--- src/rtl/counter_fw_pkg.sv ---
// Shared constants and enumerations for the counter firewall.
package counter_fw_pkg;

    localparam logic [2:0] CODE_NONE = 3'd0;
    localparam logic [2:0] CODE_OVF  = 3'd1;
    localparam logic [2:0] CODE_LOAD = 3'd2;
    localparam logic [2:0] CODE_INC  = 3'd3;
    localparam logic [2:0] CODE_HOLD = 3'd4;

    localparam int FLAG_OVF  = 0;
    localparam int FLAG_LOAD = 1;
    localparam int FLAG_INC  = 2;
    localparam int FLAG_HOLD = 3;

    typedef enum logic [1:0] {ST_UNSYNC, ST_TRACK, ST_HALTED} fw_state_e;
    typedef enum logic [1:0] {OP_LOAD, OP_INC, OP_HOLD} fw_op_e;

endpackage

--- src/rtl/sat_counter.sv ---
// Saturating up-counter with synchronous clear; clear and inc together yield 1.
module sat_counter #(
    parameter int WIDTH = 8
) (
    input  logic             clk,
    input  logic             rst,
    input  logic             clear,
    input  logic             inc,
    output logic [WIDTH-1:0] count
);

    always_ff @(posedge clk or negedge rst) begin
        if (!rst) begin
            count <= '0;
        end else if (clear) begin
            count <= inc ? WIDTH'(1) : '0;
        end else if (inc && (count != '1)) begin
            count <= count + WIDTH'(1);
        end
    end

endmodule

--- src/rtl/counter_firewall.sv ---
// Shadows a monitored counter, flags overflow and load/inc/hold mismatches,
// and keeps sticky flags, a saturating error count and a first-error capture.
module counter_firewall
    import counter_fw_pkg::*;
#(
    parameter int WIDTH       = 3,
    parameter int CNT_W       = 8,
    parameter int WRAP_OK     = 0,
    parameter int STOP_ON_ERR = 0
) (
    input  logic             clk,
    input  logic             rst,
    input  logic             ld,
    input  logic             inc,
    input  logic [WIDTH-1:0] data_in,
    input  logic [WIDTH-1:0] data_out,
    input  logic             err_clr,
    output logic [3:0]       err_flags,
    output logic             err_pulse,
    output logic [CNT_W-1:0] err_count,
    output logic [2:0]       first_err_code,
    output logic [WIDTH-1:0] first_err_data
);

    fw_state_e        state;
    fw_op_e           op_q;
    fw_op_e           op_nxt;
    logic [WIDTH-1:0] exp_q;
    logic [WIDTH-1:0] exp_nxt;
    logic [WIDTH-1:0] base;
    logic             chk;
    logic             mism;
    logic             ovf;
    logic [3:0]       new_flags;
    logic [2:0]       new_code;
    logic             any_err;

    assign chk  = (state == ST_TRACK);
    assign mism = chk && (data_out != exp_q);
    assign ovf  = chk && (WRAP_OK == 0) && inc && !ld && (data_out == '1);

    // After a mismatch the prediction restarts from what the counter shows.
    assign base    = ((state == ST_UNSYNC) || mism) ? data_out : exp_q;
    assign exp_nxt = ld ? data_in : (inc ? base + WIDTH'(1) : base);
    assign op_nxt  = ld ? OP_LOAD : (inc ? OP_INC : OP_HOLD);

    always_comb begin
        new_flags           = '0;
        new_flags[FLAG_OVF] = ovf;
        if (mism) begin
            case (op_q)
                OP_LOAD: new_flags[FLAG_LOAD] = 1'b1;
                OP_INC:  new_flags[FLAG_INC]  = 1'b1;
                default: new_flags[FLAG_HOLD] = 1'b1;
            endcase
        end
    end

    always_comb begin
        if (new_flags[FLAG_OVF])       new_code = CODE_OVF;
        else if (new_flags[FLAG_LOAD]) new_code = CODE_LOAD;
        else if (new_flags[FLAG_INC])  new_code = CODE_INC;
        else if (new_flags[FLAG_HOLD]) new_code = CODE_HOLD;
        else                           new_code = CODE_NONE;
    end

    assign any_err = |new_flags;

    always_ff @(posedge clk or negedge rst) begin
        if (!rst) begin
            state          <= ST_UNSYNC;
            exp_q          <= '0;
            op_q           <= OP_HOLD;
            err_flags      <= '0;
            err_pulse      <= 1'b0;
            first_err_code <= CODE_NONE;
            first_err_data <= '0;
        end else begin
            exp_q     <= exp_nxt;
            op_q      <= op_nxt;
            err_pulse <= any_err;
            err_flags <= (err_clr ? 4'b0000 : err_flags) | new_flags;
            // A same-cycle error beats err_clr and becomes the new first error.
            if (any_err && (err_clr || (first_err_code == CODE_NONE))) begin
                first_err_code <= new_code;
                first_err_data <= data_out;
            end else if (err_clr) begin
                first_err_code <= CODE_NONE;
                first_err_data <= '0;
            end
            case (state)
                ST_UNSYNC: state <= ST_TRACK;
                ST_TRACK:  if ((STOP_ON_ERR != 0) && any_err) state <= ST_HALTED;
                default:   if (err_clr) state <= ST_UNSYNC;
            endcase
        end
    end

    sat_counter #(.WIDTH(CNT_W)) u_err_cnt (
        .clk   (clk),
        .rst   (rst),
        .clear (err_clr),
        .inc   (any_err),
        .count (err_count)
    );

`ifndef SYNTHESIS
    always @(posedge clk) begin
        if (rst && any_err)
            $display("counter_firewall: error cycle code=%0d data_out=%0d", new_code, data_out);
    end
`endif

endmodule

--- config.mk ---
export PLATFORM = sky130hd
export DESIGN_NAME = counter_firewall
export DESIGN_NICKNAME = d
export VERILOG_FILES = /design/src/rtl/counter_fw_pkg.sv /design/src/rtl/sat_counter.sv /design/src/rtl/counter_firewall.sv
export SDC_FILE = /design/constraint.sdc
export NUM_CORES = 1
export LEC_CHECK = 0
export ABC_CLOCK_PERIOD_IN_PS = 2500
export CORE_ASPECT_RATIO = 1.75
export CORE_MARGIN = 10
export CORE_UTILIZATION = 42
export CTS_CLUSTER_DIAMETER = 50
export CTS_CLUSTER_SIZE = 30
export DETAILED_ROUTE_END_ITERATION = 8
export DONT_BUFFER_PORTS = 1
export SYNTH_ARGS = -nofsm -noshare
export SYNTH_HDL_FRONTEND = slang
export SYNTH_HIERARCHICAL = 1
export SYNTH_SLANG_ARGS = --single-unit
--- constraint.sdc ---
create_clock -name clk -period 2.5 [get_ports clk]
set_clock_uncertainty 0.1 [all_clocks]
set_input_delay 0.5 -clock clk [delete_from_list [all_inputs] [get_ports clk]]
set_output_delay 0.5 -clock clk [all_outputs]
set_load 0.1 [all_outputs]
Word level (Yosys, flattened, before mapping)
Index checks and enable logic that the tools add are counted.

cells by class
  $add $sub $neg = 2
  eq/ne operators = 5
  multiplexer cells = 22
  bitwise logic cells = 2
  reductions and logical operators = 18

operators with widths
  kind                                           number
  two-way mux 3 bit                              11
  two-way mux 8 bit                              2
  adder 8 x 1 -> 8 bit, second input constant    1
  inequality test 8 bit, second input constant   1
  logical AND 1 bit                              6
  two-way mux 2 bit                              3
  nonzero test 2 bit                             3
  == test 2 x 1 -> 1 bit, second input constant  2
  logical NOT 2 bit                              2
  two-way mux 1 bit                              4
  two-way mux 4 bit                              1
  bitwise OR 4 bit                               1
  case mux 2 bit (2 select lines)                1
  OR reduction 4 bit                             1
  adder 3 x 1 -> 3 bit, second input constant    1
  == test 3 bit, second input constant           1
  logical NOT 3 bit                              1
  inequality test 3 bit                          1
  logical OR 1 bit                               2
  AND reduction 2 bit                            1
  OR reduction 2 bit                             1
  logical NOT 1 bit                              1
  inverter 1 bit                                 1

storage, ports and cells
  flip-flop bits (word level) = 26
  input bits = 11
  output and inout port bits = 19
  logic and storage cells = 57

Logic depth before layout (Yosys ltp)
  depth after elaboration = 9
  gate-level depth with buffers = 6
  gate-level depth less buffers = 6

Hierarchy
The synthesis kept the hierarchy.

by module, submodules not included
  module            instances  cells an instance  area each (µm²)  sequential area each (µm²)
  counter_firewall  1          69                 755.7            426.7
  sat_counter       1          47                 473.0            200.2

Least setup slack after synthesis
Ideal clock, no wire load.

  path kind = reg2reg
  from = register u_err_cnt.count[0]
  to = register u_err_cnt.count[5]
  data arrival time = 1.795 ns
  slack = 0.473 ns
  stages on the path, launching flop included = 5
  path buffers = 0
  cell sequence = dfrtp_1 ha_1 and3_1 a2111oi_2 nor3b_1

between the ends
  cells in the longest elaborated chain, start to end = 3

ends and longest elaborated chain
  element                                                        line                                  source
  start: declaration                                             sat_counter.sv:9                      output logic [WIDTH-1:0] count
  start signal: assignment                                       sat_counter.sv:16                     count <= inc ? WIDTH'(1) : '0;
  start signal: assignment                                       sat_counter.sv:18                     count <= count + WIDTH'(1);
  adder 8 x 1 -> 8 bit or inequality test 8 bit (tied branches)  sat_counter.sv:18, sat_counter.sv:17
  two-way mux 8 bit or logical AND 1 bit (tied branches)         sat_counter.sv:17                     end else if (inc && (count != '1)) begin
  two-way mux 8 bit or nonzero test 2 bit (tied branches)        -

Parallel ways exist; a longest one is shown, timed or not. The select of a mux whose other input is x is not followed.
A chain may end at the register's enable or synchronous reset.

Worst setup path in the final report
  from = register exp_q[1]
  to = register u_err_cnt.count[6]

between the ends
  cells in the longest elaborated chain, start to end = 6

ends and longest elaborated chain
  element                              line                    source
  start: declaration                   counter_firewall.sv:28  logic [WIDTH-1:0] exp_q;
  start signal: assignment             counter_firewall.sv:79  exp_q <= exp_nxt;
  inequality test 3 bit                counter_firewall.sv:39  assign mism = chk && (data_out != exp_q);
  logical AND 1 bit                    counter_firewall.sv:39
  two-way mux 3 bit                    counter_firewall.sv:50  if (mism) begin
  OR reduction 4 bit                   counter_firewall.sv:67  assign any_err = |new_flags;
  net any_err                          counter_firewall.sv:36  logic any_err;
  logical AND 1 bit                    sat_counter.sv:17
  nonzero test 2 bit (no source line)  -

The timed path passes the listed nets, and every way through them passes these cells.

==> impl_results.md <==
* Die area at approximately 5600 µm²
* # rows at 25
* Combinational power share at 27.5%
* Max Slew Vio Count at 0
* Compound-gate portion of the synthesized area at between 10% and 20%
* Final min period at 1970 ps
* VDD IR-drop max at 0.411 mV
* Sequential area share after synthesis at roughly half
* DR vias/cell at 5.70
* Antenna violations before repair at 0
* Iteration-0 DRC Markers at 20
* Final period util at 78.9%
* Synth Net Count at ~130
* First-pass DRT Iterations at 4
* Synth Flop Type: dfrtp_1
* Cell variety after synth at 42
* Gp weighted congestion at 0.824
* Crit path kind: flip-flop to flip-flop
* Critical path data arrival time at 2060 ps
* Max FO, Critical Path at 6
* Clock sink total at 25
* Ranking of synthesized cells by area: dfrtp_1, o21ai_0, xor2_1
* Clk buf depth at 2
* Number of global-route vias before repair at 995
* Mapped Area at roughly 1200 µm²
* Drt drc at 0
* RSZ-0062 raised after global routing: no
* Final WL at about 2.7 mm
* Max_cap viols at 0
* Most frequent cells in the layout: dfrtp_1, buf_4, nand2_1, inv_1, o21ai_0
* Total GRT Usage at 10.6%
* IO Count at 30
* Clock Power Share at 23.0%
* # H-tree levels at 1
* Placed cell count at 154
* Number of setup buffers added after CTS at 0
* Fill cell count at between 200 and 300
* Setup crit end kind: flip-flop
* Clk slew on worst S/H paths at roughly 90 ps
* TritonCTS buffer count at 3
* Max_slew headroom at 38.6%
* Routed via count at roughly 900
* Largest family of logic cells by synthesized area: compound AO/OA/AOI/OAI gates
* Synth top area share at 48.9%
* Synth Area per Inst at between 10 and 15 µm²
* Sequential Power Share at 49.5%
* Switching portion of total power at 40.4%
* Endpoints failing hold at 0
* Syn Inst Count at 116
* Share of cells above drive strength 1 at between 20% and 30%
* Die width at about 61 µm
* Largest net degree at the start of global routing at 26
* PD cells at a little over 700 nW/µm²
* ANT nets after route at 0
* Adder-Cell Fraction of Synth Area at 2.04%
* Critical Path Source Type: flip-flop
* Leakage at 0.652 nW
* Run status: complete, no violations
* EDFF count, synth at 0
* Non-Filler Instances at between 150 and 200
* Port Buffers at 0
* Wirelength per Cell at 17.0 µm
* P&R area growth vs syn at 16.4%
* DP HPWL at about 2.1 mm
* Core area at 2750 µm²
* # setup viols final at 0
* Worst Path Required at approximately 2600 ps
* Fmax achieved at 507 MHz
* CTS tree: yes
* DIE HEIGHT at 91.6 µm
* XOR/XNOR Fraction of Synth Area at 3.56%
* Simple-gate share of the synthesized area at 16.6%
* Post-CTS Resized at 0
* Starting Density at 44.6%
* Nets@finish at 147
* Most common cell after layout, fill and taps aside: dfrtp_1
* Post-synth top area cell: dfrtp_1
* HP Class: primary input to flip-flop
* Synthesis Warnings at 6
* Root buf cell: clkbuf_8
* Grt total ovfl at 0
* Mux cell area share after synthesis at around 4.4%
* Pint at 0.619 mW
* Worst Tran Pin Value at 920 ps
* Diodes inserted at 0
* Post-synth ARST share at 100%
* First-pass GRT wire length at 4.70 mm
* Worst skew pair latency at 270 ps
* Psw at ~0.42 mW
* Setup TNS at 0 ps
* #FFs+latches synth at 25
## cell type report
type | instances | area (µm²) | area share (%)
inverters | 9 | 33.8 | 2.36
flip-flops and latches | 25 | 627 | 43.8
repair buffers | 18 | 150 | 10.5
clock buffers | 3 | 41.3 | 2.89
clock inverters | 1 | 5.00 | 0.350
multi-input cells | 77 | 539 | 37.7
well taps | 27 | 33.8 | 2.36
## critical path, stage by stage (launching register included)
cell and delay, ps:
dfrtp_1 380, xor2_1 160, o31ai_2 340, nand2_1 220
and3_1 290, and4bb_2 240, nor3_1 170
## synth_stat cells (all sizes together) (2+ instances only)
| cell type | count |
|---|---|
| o21ai | 9 |
| and4 | 2 |
| nand2b | 5 |
| xor2 | 4 |
| nand4 | 2 |
| mux2i | 2 |
| nor2 | 2 |
| mux2 | 3 |
| dfrtp | 24 |
| and3 | 2 |
| inv | 9 |
| nor3 | 2 |
| nor2b | 4 |
| clkbuf | 3 |
| a21oi | 6 |
| or3 | 2 |
| o22ai | 4 |
| ha | 2 |
| nand2 | 9 |
| o31ai | 2 |
## cell families (layout without fill, tap and decap cells)
family                   Yosys count  count (layout)
AND/OR/NAND/NOR                   34              34
AO/OA/AOI/OAI                     30              30
flip-flops                        25              25
buffers and inverters             14              31
XOR/XNOR                           5               5
multiplexers                       5               5
adder cells (fa/ha/maj)            2               2
other                              1               1
## stage by stage
stage	hold slack, ps	power (mW)	utilization (%)	instance area (µm²)	setup slack, ps
6_report	144	1.04	52.0	1430	527
5_1_grt	133	1.09	52.0	1430	350
4_1_cts	137	1.06	52.0	1430	529
3_5_place_dp	105	0.799	49.2	1350	404
3_3_place_gp	105	0.795	49.2	1350	495
2_1_floorplan	104	0.745	-	1230	473
## final timing paths
check,slack (ps),startpoint,to,depth (start not counted)
min reg2reg,380,op_q[0]$_DFF_PN0_,err_flags[1]$_DFF_PN0_,1
max,530,exp_q[1]$_DFF_PN0_,u_err_cnt/count[6]$_DFFE_PN0P_,6
max reg2reg,530,exp_q[1]$_DFF_PN0_,u_err_cnt/count[6]$_DFFE_PN0P_,6
max in group asynchronous,1530,rst,op_q[1]$_DFF_PN1_,2
min in group asynchronous,550,rst,u_err_cnt/count[3]$_DFFE_PN0P_,2
min,140,ld,op_q[1]$_DFF_PN1_,1
## flip-flops by register name, indices dropped and copies added, names as in the netlist
register and count:
err_flags 4, err_pulse 1, exp_q 3, first_err_code 3, first_err_data 3, op_q 2, state 1, u_err_cnt/count 8
## power groups by stage
stage / Clock [mW] / Sequential, mW / Combinational [mW]
6_report: 0.239 / 0.514 / 0.286
2_1_floorplan: 0 / 0.668 / 0.0763
3_5_place_dp: 0 / 0.523 / 0.276
5_1_grt: 0.268 / 0.518 / 0.305
4_1_cts: 0.251 / 0.515 / 0.290
3_3_place_gp: 0 / 0.522 / 0.273
## layer usage
layer	global-route usage, %	vias to the layer above	wire [µm]	share of wire [%]
met1	11.7	444	1040	38
met3	2.93	2	184	6.8
met4	4.60	0	17	0.63
met2	17.7	24	1480	54
li1	-	442	-	-
met5	0	-	0	0
## what timing repair did
item / CTS / global route
hold endpoints to repair: 25 / 0
hold buffers: 2 / 0
setup endpoints to repair: 0 / 0
(Power assumes the default switching activity.)
